### src/rtl/mbist_response_analyzer_if.sv
// Bundle of signals between the MBIST counter/controller side and the
// response analyzer. The master modport is the counter + SRAM + BIST
// controller side; the slave modport is the analyzer itself.
interface mbist_response_analyzer_if #(
  parameter int ADDR_W = 8,
  parameter int DATA_W = 4,
  parameter int FCNT_W = 8
);
  // controller / counter / SRAM to analyzer
  logic                     start;
  logic                     cen_in;
  logic                     we_in;
  logic [ADDR_W-1:0]        addr_in;
  logic [DATA_W-1:0]        exp_in;
  logic                     cout_in;
  logic [DATA_W-1:0]        sram_rdata;
  logic                     log_rd;
  // analyzer to controller
  logic                     busy;
  logic                     done;
  logic                     pass;
  logic [FCNT_W-1:0]        fail_cnt;
  logic [ADDR_W-1:0]        first_fail_addr;
  logic [DATA_W-1:0]        first_fail_syn;
  logic                     log_empty;
  logic [ADDR_W+DATA_W-1:0] log_data;
  logic                     log_ovf;

  modport master (
    output start, cen_in, we_in, addr_in, exp_in, cout_in, sram_rdata, log_rd,
    input  busy, done, pass, fail_cnt, first_fail_addr, first_fail_syn,
           log_empty, log_data, log_ovf
  );

  modport slave (
    input  start, cen_in, we_in, addr_in, exp_in, cout_in, sram_rdata, log_rd,
    output busy, done, pass, fail_cnt, first_fail_addr, first_fail_syn,
           log_empty, log_data, log_ovf
  );
endinterface

### src/rtl/mbist_response_analyzer.sv
// MBIST response analyzer: delays the counter's {addr, expected data} by the
// SRAM read latency, compares against SRAM read data on every read, keeps a
// saturating fail count plus the first failing address/syndrome, and reports
// busy/done/pass to the BIST controller.
// Optional mismatch log FIFO (4 entries) enabled by defining MBIST_FAIL_LOG_EN;
// without it the log ports are tied off (empty = 1, data = 0, ovf = 0).
// READ_LAT legal range is 1..4.
module mbist_response_analyzer #(
  parameter int ADDR_W   = 8,
  parameter int DATA_W   = 4,
  parameter int READ_LAT = 1,
  parameter int FCNT_W   = 8
) (
  input  logic                          clk,
  input  logic                          rst,
  mbist_response_analyzer_if.slave      bus
);

  localparam logic [1:0] S_IDLE  = 2'd0;
  localparam logic [1:0] S_RUN   = 2'd1;
  localparam logic [1:0] S_DRAIN = 2'd2;
  localparam logic [1:0] S_DONE  = 2'd3;

  localparam int              LOG_W      = ADDR_W + DATA_W;
  localparam logic [2:0]      DRAIN_INIT = 3'(READ_LAT - 1);
  localparam logic [FCNT_W-1:0] FCNT_MAX = {FCNT_W{1'b1}};
  localparam logic [FCNT_W-1:0] FCNT_ONE = {{(FCNT_W-1){1'b0}}, 1'b1};

  logic [1:0]        r_state;
  logic [2:0]        r_drain_cnt;
  logic              r_pipe_v    [READ_LAT];
  logic [ADDR_W-1:0] r_pipe_addr [READ_LAT];
  logic [DATA_W-1:0] r_pipe_exp  [READ_LAT];
  logic [FCNT_W-1:0] r_fail_cnt;
  logic [ADDR_W-1:0] r_ff_addr;
  logic [DATA_W-1:0] r_ff_syn;
  logic              r_busy;
  logic              r_done;
  logic              r_pass;

  logic [1:0]        w_state_nxt;
  logic [2:0]        w_drain_nxt;
  logic [FCNT_W-1:0] w_fail_nxt;
  logic [ADDR_W-1:0] w_ff_addr_nxt;
  logic [DATA_W-1:0] w_ff_syn_nxt;
  logic              w_start_acc;
  logic              w_rd_issue;
  logic [DATA_W-1:0] w_syn;
  logic              w_mismatch;

  // start only counts when the analyzer is not already running a pass
  assign w_start_acc = bus.start & ((r_state == S_IDLE) | (r_state == S_DONE));
  assign w_rd_issue  = bus.cen_in & ~bus.we_in & (r_state == S_RUN);
  assign w_syn       = bus.sram_rdata ^ r_pipe_exp[READ_LAT-1];
  assign w_mismatch  = r_pipe_v[READ_LAT-1] & (w_syn != {DATA_W{1'b0}});

  // FSM next state and drain countdown
  always_comb begin
    w_state_nxt = r_state;
    w_drain_nxt = r_drain_cnt;
    case (r_state)
      S_IDLE: begin
        if (bus.start) w_state_nxt = S_RUN;
        else           w_state_nxt = S_IDLE;
      end
      S_RUN: begin
        if (bus.cout_in) begin
          w_state_nxt = S_DRAIN;
          w_drain_nxt = DRAIN_INIT;
        end else begin
          w_state_nxt = S_RUN;
        end
      end
      S_DRAIN: begin
        if (r_drain_cnt == 3'd0) w_state_nxt = S_DONE;
        else                     w_drain_nxt = r_drain_cnt - 3'd1;
      end
      S_DONE: begin
        if (bus.start) w_state_nxt = S_RUN;
        else           w_state_nxt = S_DONE;
      end
      default: begin
        w_state_nxt = S_IDLE;
        w_drain_nxt = 3'd0;
      end
    endcase
  end

  // fail counter and first-failure capture; a fresh run clears them
  always_comb begin
    w_fail_nxt    = r_fail_cnt;
    w_ff_addr_nxt = r_ff_addr;
    w_ff_syn_nxt  = r_ff_syn;
    if (w_start_acc) begin
      w_fail_nxt    = {FCNT_W{1'b0}};
      w_ff_addr_nxt = {ADDR_W{1'b0}};
      w_ff_syn_nxt  = {DATA_W{1'b0}};
    end else if (w_mismatch) begin
      if (r_fail_cnt != FCNT_MAX) w_fail_nxt = r_fail_cnt + FCNT_ONE;
      else                        w_fail_nxt = r_fail_cnt;
      if (r_fail_cnt == {FCNT_W{1'b0}}) begin
        w_ff_addr_nxt = r_pipe_addr[READ_LAT-1];
        w_ff_syn_nxt  = w_syn;
      end else begin
        w_ff_addr_nxt = r_ff_addr;
        w_ff_syn_nxt  = r_ff_syn;
      end
    end else begin
      w_fail_nxt = r_fail_cnt;
    end
  end

  // state, drain counter, result registers and status outputs
  always_ff @(posedge clk) begin
    if (rst) begin
      r_state     <= S_IDLE;
      r_drain_cnt <= 3'd0;
      r_fail_cnt  <= {FCNT_W{1'b0}};
      r_ff_addr   <= {ADDR_W{1'b0}};
      r_ff_syn    <= {DATA_W{1'b0}};
      r_busy      <= 1'b0;
      r_done      <= 1'b0;
      r_pass      <= 1'b0;
    end else begin
      r_state     <= w_state_nxt;
      r_drain_cnt <= w_drain_nxt;
      r_fail_cnt  <= w_fail_nxt;
      r_ff_addr   <= w_ff_addr_nxt;
      r_ff_syn    <= w_ff_syn_nxt;
      r_busy      <= (w_state_nxt == S_RUN) | (w_state_nxt == S_DRAIN);
      r_done      <= (w_state_nxt == S_DONE);
      r_pass      <= (w_state_nxt == S_DONE) & (w_fail_nxt == {FCNT_W{1'b0}});
    end
  end

  // alignment pipeline: stage 0 takes the issue, last stage meets sram_rdata
  always_ff @(posedge clk) begin
    if (rst || w_start_acc) begin
      for (int k = 0; k < READ_LAT; k++) begin
        r_pipe_v[k]    <= 1'b0;
        r_pipe_addr[k] <= {ADDR_W{1'b0}};
        r_pipe_exp[k]  <= {DATA_W{1'b0}};
      end
    end else begin
      r_pipe_v[0]    <= w_rd_issue;
      r_pipe_addr[0] <= bus.addr_in;
      r_pipe_exp[0]  <= bus.exp_in;
      for (int k = 1; k < READ_LAT; k++) begin
        r_pipe_v[k]    <= r_pipe_v[k-1];
        r_pipe_addr[k] <= r_pipe_addr[k-1];
        r_pipe_exp[k]  <= r_pipe_exp[k-1];
      end
    end
  end

  assign bus.busy            = r_busy;
  assign bus.done            = r_done;
  assign bus.pass            = r_pass;
  assign bus.fail_cnt        = r_fail_cnt;
  assign bus.first_fail_addr = r_ff_addr;
  assign bus.first_fail_syn  = r_ff_syn;

`ifdef MBIST_FAIL_LOG_EN
  logic [LOG_W-1:0] r_log_mem [4];
  logic [1:0]       r_log_wp;
  logic [1:0]       r_log_rp;
  logic [2:0]       r_log_cnt;
  logic             r_log_ovf;
  logic             w_log_full;
  logic             w_log_empty;
  logic             w_log_pop;
  logic             w_log_push;
  logic             w_log_drop;

  assign w_log_full  = (r_log_cnt == 3'd4);
  assign w_log_empty = (r_log_cnt == 3'd0);
  assign w_log_pop   = bus.log_rd & ~w_log_empty;
  // a full FIFO still accepts a push when a pop frees a slot this cycle
  assign w_log_push  = w_mismatch & (~w_log_full | w_log_pop);
  assign w_log_drop  = w_mismatch & w_log_full & ~w_log_pop;

  // log pointers, occupancy and sticky overflow; a new run empties the log
  always_ff @(posedge clk) begin
    if (rst || w_start_acc) begin
      r_log_wp  <= 2'd0;
      r_log_rp  <= 2'd0;
      r_log_cnt <= 3'd0;
      r_log_ovf <= 1'b0;
    end else begin
      if (w_log_push) r_log_wp <= r_log_wp + 2'd1;
      else            r_log_wp <= r_log_wp;
      if (w_log_pop)  r_log_rp <= r_log_rp + 2'd1;
      else            r_log_rp <= r_log_rp;
      case ({w_log_push, w_log_pop})
        2'b10:   r_log_cnt <= r_log_cnt + 3'd1;
        2'b01:   r_log_cnt <= r_log_cnt - 3'd1;
        default: r_log_cnt <= r_log_cnt;
      endcase
      if (w_log_drop) r_log_ovf <= 1'b1;
      else            r_log_ovf <= r_log_ovf;
    end
  end

  // log storage; contents are only meaningful below the occupancy count
  always_ff @(posedge clk) begin
    if (w_log_push) r_log_mem[r_log_wp] <= {r_pipe_addr[READ_LAT-1], w_syn};
  end

  assign bus.log_empty = w_log_empty;
  assign bus.log_data  = r_log_mem[r_log_rp];
  assign bus.log_ovf   = r_log_ovf;
`else
  assign bus.log_empty = 1'b1;
  assign bus.log_data  = {LOG_W{1'b0}};
  assign bus.log_ovf   = 1'b0;
`endif

endmodule

### src/flat_wrapper.sv
// flat-port wrapper written by rule: the top's interface ports become plain ports
module mbist_response_analyzer_flat 
#(
  parameter int ADDR_W   = 8,
  parameter int DATA_W   = 4,
  parameter int READ_LAT = 1,
  parameter int FCNT_W   = 8
)
  (clk, rst, bus_start, bus_cen_in, bus_we_in, bus_addr_in, bus_exp_in, bus_cout_in, bus_sram_rdata, bus_log_rd, bus_busy, bus_done, bus_pass, bus_fail_cnt, bus_first_fail_addr, bus_first_fail_syn, bus_log_empty, bus_log_data, bus_log_ovf);
  mbist_response_analyzer_if #(.ADDR_W(ADDR_W), .DATA_W(DATA_W), .FCNT_W(FCNT_W)) bus_i ();
  input  logic clk;
  input  logic rst;
  input wire logic [$bits(bus_i.start)-1:0] bus_start;
  input wire logic [$bits(bus_i.cen_in)-1:0] bus_cen_in;
  input wire logic [$bits(bus_i.we_in)-1:0] bus_we_in;
  input wire logic [$bits(bus_i.addr_in)-1:0] bus_addr_in;
  input wire logic [$bits(bus_i.exp_in)-1:0] bus_exp_in;
  input wire logic [$bits(bus_i.cout_in)-1:0] bus_cout_in;
  input wire logic [$bits(bus_i.sram_rdata)-1:0] bus_sram_rdata;
  input wire logic [$bits(bus_i.log_rd)-1:0] bus_log_rd;
  output wire logic [$bits(bus_i.busy)-1:0] bus_busy;
  output wire logic [$bits(bus_i.done)-1:0] bus_done;
  output wire logic [$bits(bus_i.pass)-1:0] bus_pass;
  output wire logic [$bits(bus_i.fail_cnt)-1:0] bus_fail_cnt;
  output wire logic [$bits(bus_i.first_fail_addr)-1:0] bus_first_fail_addr;
  output wire logic [$bits(bus_i.first_fail_syn)-1:0] bus_first_fail_syn;
  output wire logic [$bits(bus_i.log_empty)-1:0] bus_log_empty;
  output wire logic [$bits(bus_i.log_data)-1:0] bus_log_data;
  output wire logic [$bits(bus_i.log_ovf)-1:0] bus_log_ovf;
  assign bus_i.start = bus_start;
  assign bus_i.cen_in = bus_cen_in;
  assign bus_i.we_in = bus_we_in;
  assign bus_i.addr_in = bus_addr_in;
  assign bus_i.exp_in = bus_exp_in;
  assign bus_i.cout_in = bus_cout_in;
  assign bus_i.sram_rdata = bus_sram_rdata;
  assign bus_i.log_rd = bus_log_rd;
  assign bus_busy = bus_i.busy;
  assign bus_done = bus_i.done;
  assign bus_pass = bus_i.pass;
  assign bus_fail_cnt = bus_i.fail_cnt;
  assign bus_first_fail_addr = bus_i.first_fail_addr;
  assign bus_first_fail_syn = bus_i.first_fail_syn;
  assign bus_log_empty = bus_i.log_empty;
  assign bus_log_data = bus_i.log_data;
  assign bus_log_ovf = bus_i.log_ovf;
  mbist_response_analyzer #(.ADDR_W(ADDR_W), .DATA_W(DATA_W), .READ_LAT(READ_LAT), .FCNT_W(FCNT_W)) u_core (.clk(clk), .rst(rst), .bus(bus_i));
endmodule
### config.mk
export PLATFORM = sky130hd
export DESIGN_NAME = mbist_response_analyzer_flat
export DESIGN_NICKNAME = d
export VERILOG_FILES = /design/src/rtl/mbist_response_analyzer_if.sv /design/src/rtl/mbist_response_analyzer.sv /design/src/flat_wrapper.sv
export SDC_FILE = /design/constraint.sdc
export NUM_CORES = 1
export LEC_CHECK = 0
export ABC_CLOCK_PERIOD_IN_PS = 2400
export CORE_AREA = 2 2 53 92
export CTS_BUF_LIST = sky130_fd_sc_hd__clkbuf_16
export DETAILED_ROUTE_END_ITERATION = 10
export DIE_AREA = 0 0 55 94
export PLACE_DENSITY = 0.79
export SYNTH_ARGS = -nofsm -noshare
export SYNTH_HDL_FRONTEND = slang
export SYNTH_SLANG_ARGS = --single-unit
### constraint.sdc
create_clock -name clk -period 2.4 [get_ports clk]
set_input_delay 0.24 -clock clk [delete_from_list [all_inputs] [get_ports clk]]
set_output_delay 0.24 -clock clk [all_outputs]
set_load 0.02 [all_outputs]
Yosys cells after proc, flatten, opt, wreduce, memory -nomap -nowiden

Memories as Yosys holds them, arrays and structs flattened. A register that Yosys moved wholly into a read port is not among the register bits.
Index checks and enable logic that the tools add are counted.

Bits in latches: 0
Memory bits (writable): 13
Memories kept: 3
Register bits: 20
Logic and storage cells: 63
Input bits: 23
ROM bits: 0
Output and inout bits: 37

Mux-type cells: 20
Add/subtract/negate cells: 2
Order comparisons: 0
Bitwise operators: 9
Reduce and logical (&&, ||, !) cells: 13
Multipliers: 0
Divide/modulo/power cells: 0
Shifts and indexed selects: 0
Eq/ne operators: 9

Memory list:

| name               | words | bits a word | rd ports | clocked after Yosys merged registers in | wr ports | RTL line                      | text |
|---|---|---|---|---|---|---|---|
| u_core.r_pipe_addr | 1     | 8           | 1        | 1                                       | 1        | mbist_response_analyzer.sv:32 | `logic [ADDR_W-1:0] r_pipe_addr [READ_LAT];` |
| u_core.r_pipe_exp  | 1     | 4           | 1        | 0                                       | 1        | mbist_response_analyzer.sv:33 | `logic [DATA_W-1:0] r_pipe_exp [READ_LAT];` |
| u_core.r_pipe_v    | 1     | 1           | 1        | 0                                       | 1        | mbist_response_analyzer.sv:31 | `logic r_pipe_v [READ_LAT];` |

Operators with widths:

| cell                  | number |
|---|---|
| $mux W8               | 4 |
| $logic_not A8 Y1      | 2 |
| $add A8 B1 Y8 const B | 1 |
| $eq A2 B2 Y1 const B  | 4 |
| $mux W1               | 8 |
| $ne A8 B8 Y1 const B  | 1 |
| $pmux W2 S4           | 1 |
| $reduce_or A8 Y1      | 1 |
| $mux W2               | 3 |
| $mux W3               | 2 |
| $pmux W3 S2           | 1 |
| $and A1 B1 Y1         | 5 |
| $eq A2 B1 Y1 const B  | 2 |
| $mux W4               | 1 |
| $ne A2 B2 Y1 const B  | 2 |
| $reduce_bool A4 Y1    | 1 |
| $reduce_or A4 Y1      | 1 |
| $xor A4 B4 Y4         | 1 |
| $logic_not A3 Y1      | 1 |
| $reduce_and A3 Y1     | 1 |
| $sub A3 B1 Y3 const B | 1 |
| $logic_not A2 Y1      | 1 |
| $or A1 B1 Y1          | 2 |
| $reduce_and A2 Y1     | 1 |
| 5 further kinds       | 5 |

Longest topological paths before layout

An unclocked memory read counts as a cell.

Depth after elaboration: 8
Mapped depth: 10
Depth with buffers taken out: 10

Least setup slack after synthesis

OpenSTA, ideal clock, no wires.

Kind: reg-to-reg
Start point: register u_core.r_fail_cnt[0], in the netlist u_core.bus.fail_cnt[0]
End point: register u_core.r_pass, in the netlist u_core.bus.pass
Data arrival time: 1.905 ns
Setup slack: 0.410 ns
Setup time: 0.084 ns
Cell stages (with the launch flop): 8
Period minus slack after synthesis: 1.990 ns
Data required time: 2.316 ns
Buffers on the path: 1
Cells stage by stage: dfxtp_1 buf_6 inv_4 ha_1 or4_1 mux2i_1 a22oi_1 o31ai_2

Word-level cells in the longest chain between the ends: 6
Elaborated cells on any way between the ends: 7
Those cells by class: add/sub: 1; eq/ne: 1; mux: 3; bitwise: 1; reduce/logical: 1

Ends and longest elaborated chain:

| item                                          | RTL line                       | text |
|---|---|---|
| start: declaration                            | mbist_response_analyzer.sv:34  | `logic [FCNT_W-1:0] r_fail_cnt;` |
| start signal: assignment                      | mbist_response_analyzer.sv:118 | `r_fail_cnt <= {FCNT_W{1'b0}};` |
| start signal: assignment                      | mbist_response_analyzer.sv:127 | `r_fail_cnt <= w_fail_nxt;` |
| $add A8 B1 Y8 or $ne A8 B8 Y1 (tied branches) | mbist_response_analyzer.sv:99  | `if (r_fail_cnt != FCNT_MAX) w_fail_nxt = r_fail_cnt + FCNT_ONE;` |
| $mux W8                                       | mbist_response_analyzer.sv:99  |  |
| $mux W8 *                                     | mbist_response_analyzer.sv:98  | `end else if (w_mismatch) begin` |
| $mux W8 *                                     | mbist_response_analyzer.sv:94  | `if (w_start_acc) begin` |
| $logic_not A8 Y1 *                            | mbist_response_analyzer.sv:132 | `r_pass <= (w_state_nxt == S_DONE) & (w_fail_nxt == {FCNT_W{1'b0}});` |
| $and A1 B1 Y1 *                               | mbist_response_analyzer.sv:132 |  |
| end signal: assignment                        | mbist_response_analyzer.sv:132 |  |
| end: declaration                              | mbist_response_analyzer.sv:39  | `logic r_pass;` |

Mark *: on every way between the ends. The rest lies on a longest branch, timed or not.
A chain may end at the register's enable or synchronous reset.

Worst setup path in the final report

Start point: register u_core.r_state[0]
End point: register u_core.r_pass, in the netlist u_core.bus.pass

Elaborated cells on any way between the ends: 12
Those cells by class: eq/ne: 4; mux: 3; bitwise: 3; reduce/logical: 2

RTL lines:

| item                                       | RTL line                       | text |
|---|---|---|
| start: declaration                         | mbist_response_analyzer.sv:29  | `logic [1:0] r_state;` |
| start signal: assignment                   | mbist_response_analyzer.sv:125 | `r_state <= w_state_nxt;` |
| $eq A2 B2 Y1, or another cell as far along | mbist_response_analyzer.sv:61  | `case (r_state)` |
| $pmux W2 S4 *                              | mbist_response_analyzer.sv:61  |  |
| net u_core.w_state_nxt[0]                  | mbist_response_analyzer.sv:41  | `logic [1:0] w_state_nxt;` |
| $eq A2 B2 Y1 *                             | mbist_response_analyzer.sv:132 |  |
| $and A1 B1 Y1 *                            | mbist_response_analyzer.sv:132 |  |

The timed path passes the listed nets; every way through them passes the cells marked *.

==> results by group <==
Timing
  – Fin crit share: 84.6%
  – Setup violators final: 0
  – Setup Skew: 0.00300 ns
  – Maximum operating frequency: 492 MHz
  – Crit path time final: 2.03 ns
  – Rel. slew slack: 58.6%
  – Least-Margin Pin Slew: 0.619 ns
  – Setup TNS Final: 0 ns
  – RSZ-0062 raised after global routing: false
  – Final Slew Violations: 0
  – Fin. Hold Viols: 0

Critical path
  – CP Launch Type: register
  – Worst Path Arrival: 2.19 ns
  – Reg2Reg Depth: 10
  – Worst setup EP type: register
  – Worst-path maximum fanout: 6
  – R2r setup slk: 0.37 ns
  – RR Startpoint: u_core.r_state[0]
  – Worst r2r dst: u_core.bus.pass
  – Worst Path Required: 2.56 ns
  – CP Class: reg -> reg

Layout
  – Most frequent cells in the layout: clkdlybuf4s50_1, dfxtp_1, nor2_1, mux2i_1, conb_1
  – Register Area: 821 um2
  – Multi-input gate area: 0.00101 mm2
  – ANT cells: 0
  – Synth-to-Final Area Change: 27.9%
  – Layout cells sized above 1: 8.76%
  – Fin nets: 283
  – Most common library cell in the layout ignoring fill and taps: clkdlybuf4s50_1
  – Filler cells: 395

Placed design
  – Port bufs: 44
  – HPWL after DPL: 2.78 mm
  – Final GP Congestion: 0.820

Die
  – Initial core utilization: 45.3%
  – Die area: 0.00517 mm2
  – DIE WIDTH: 55 um
  – Die Y: 94 um
  – I/O pin count: 60
  – # rows: 32
  – Core area: 0.00440 mm2

Power
  – Leakage: 0.968 nW
  – Power, Total: 1.61 mW
  – Worst VDD drop: 0.517 mV
  – Cell Pwr Density: 630 mW/mm2

Synth
  – FF+latch count, synth: 41
  – Post-synth EDFFs: 0
  – Asr flop ratio synth: 0%
  – Post-Synthesis Cells: 210
  – Mapped Area: 0.00199 mm2
  – Prevailing post-synth register cell: dfxtp_1
  – Seq/Total Area, Yosys: 41.2%
  – Yosys cell types: 46
  – Mapped Avg Cell Area: 9.50 um2
  – YS warnings: 0

Clock network
  – # clock sinks: 41
  – CTS clock-pin slew for the worst setup and hold paths: 0.06 ns
  – Num CTS Buffers: 5
  – Post-CTS Setup Repair Bufs: 0
  – Root Driver: clkbuf_16
  – Clk buf depth: 2
  – CTS resizes: 0
  – CTS Hold Bufs: 0
  – Max H-tree Level: 2
  – CTS tree: done
  – Clk Latency, worst-skew pair: 0.28 ns

Worst hold path
  – Hold path start: u_core.r_pipe_addr[0][1]
  – Worst Hold End: u_core.bus.first_fail_addr[1]
  – Worst hold path cell count: 2
  – Worst hold-check path type: reg -> reg

Global route
  – GRT Util Overall: 16.0%
  – Vias in the first global route: 1391
  – Total gr overflow: 0
  – Antenna violations before repair: 0
  – Largest net degree at the start of global routing: 22
  – First-pass GRT wire length: 6.02 mm

Drt
  – DRC: 0
  – DR pass1 iterations: 4
  – DR WL/cell: 12.4 um
  – Iteration-0 DRC Markers: 25
  – Routed vias/inst: 4.98
  – Final antenna-violating net count: 0
  – Post-Route WL: 3.74 mm
  – Routed via count: 1504

Run status
  – Outcome: complete, no violations

Job
  – Max-capacitance violation count: 0
## report_power, final
part | internal, mW | leakage, nW | total (mW) | switching, mW
logic | 0.0729 | 0.555 | 0.159 | 0.0865
clock network | 0.482 | 0.0797 | 0.733 | 0.251
registers | 0.703 | 0.333 | 0.714 | 0.0113
## how the worst max path moves through the flow
stage / startpoint / end / slack, ns
2_1_floorplan: u_core.bus.fail_cnt[0] / u_core.bus.pass / 0.41
3_3_place_gp: bus_sram_rdata[0] / u_core.bus.pass / 0.33
3_5_place_dp: bus_sram_rdata[0] / u_core.bus.pass / 0.30
4_1_cts: u_core.r_state[0] / u_core.bus.pass / 0.36
5_1_grt: u_core.r_state[0] / u_core.bus.pass / 0.13
6_report: u_core.r_state[0] / u_core.bus.pass / 0.37
## critical path: stages, from the launching register on
cell and delay [ns]:
dfxtp_1 0.38, inv_1 0.09, ha_1 0.27, nand2_1 0.10, o22ai_1 0.08, a2111oi_0 0.32
a21oi_1 0.10, ha_1 0.21, nor2b_1 0.16, o21ai_1 0.13, o31ai_2 0.07
## through the flow
| stage | setup slack [ns] | hold WS, ns | area [um2] | instances | utilization, % |
|---|---|---|---|---|---|
| 2_1_floorplan | 0.410 | 0.312 | 2040 | 222 | - |
| 3_3_place_gp | 0.330 | 0.447 | 2390 | 295 | 54.3 |
| 3_5_place_dp | 0.302 | 0.458 | 2390 | 295 | 54.3 |
| 4_1_cts | 0.365 | 0.472 | 2550 | 302 | 57.9 |
| 5_1_grt | 0.126 | 0.496 | 2550 | 302 | 57.9 |
| 6_report | 0.370 | 0.465 | 2550 | 302 | 57.9 |
## routing by layer
metal / routed length (um) / up-vias / share of wire (%) / track usage (%)
met5: 0 / - / 0 / 0
met4: 90 / 0 / 2.4 / 7.93
met3: 204 / 9 / 5.5 / 3.98
met2: 1960 / 44 / 52 / 27.1
met1: 1490 / 693 / 40 / 17.7
li1: - / 758 / - / -
## cell type report
class | count | area share [%]
sequential | 41 | 32.2
tap | 51 | 2.50
timing repair buffer | 46 | 17.9
inverter | 9 | 1.42
clock inverter | 2 | 1.37
clock buffer | 5 | 4.91
multi-input combinational | 148 | 39.7
## logic make-up (layout without fill, tap and decap cells)
group | count (synthesis) | after routing | synth area share, %
simple gates | 79 | 79 | 21.5
xor+xnor | 10 | 10 | 4.39
mux | 16 | 16 | 8.03
compound gates | 20 | 20 | 8.60
buf+inv | 33 | 62 | 10.3
flops | 41 | 41 | 41.2
other cells | 2 | 14 | 0.377
fa+ha+maj | 9 | 9 | 5.65
## flip-flops by register name, summed over array words and instances, names as in the netlist
signal                      flops
u_core.bus.first_fail_syn       4
u_core.bus.pass                 1
u_core.r_pipe_v                 1
u_core.bus.done                 1
u_core.bus.first_fail_addr      8
u_core.bus.busy                 1
u_core.r_pipe_exp               4
u_core.bus.fail_cnt             8
u_core.r_drain_cnt              3
u_core.r_state                  2
u_core.r_pipe_addr              8
## cell usage after synthesis (3+ instances only)
library cell / instances / area share (%)
mux2i_1: 16 / 8.0
buf_4: 14 / 5.3
and2_1: 13 / 4.1
dfxtp_1: 41 / 41
buf_6: 3 / 1.7
nand3_1: 4 / 1.0
nor2b_1: 5 / 1.6
xor2_1: 5 / 2.2
clkbuf_1: 4 / 0.75
nand2_1: 6 / 1.1
xnor2_1: 5 / 2.2
nor2_1: 27 / 5.1
inv_1: 8 / 1.5
ha_1: 9 / 5.6
a21oi_1: 3 / 0.75
buf_2: 3 / 0.75
and3_1: 5 / 1.6
nor3_1: 3 / 0.75
No activity file was read; power rests on OpenSTA's default activity.
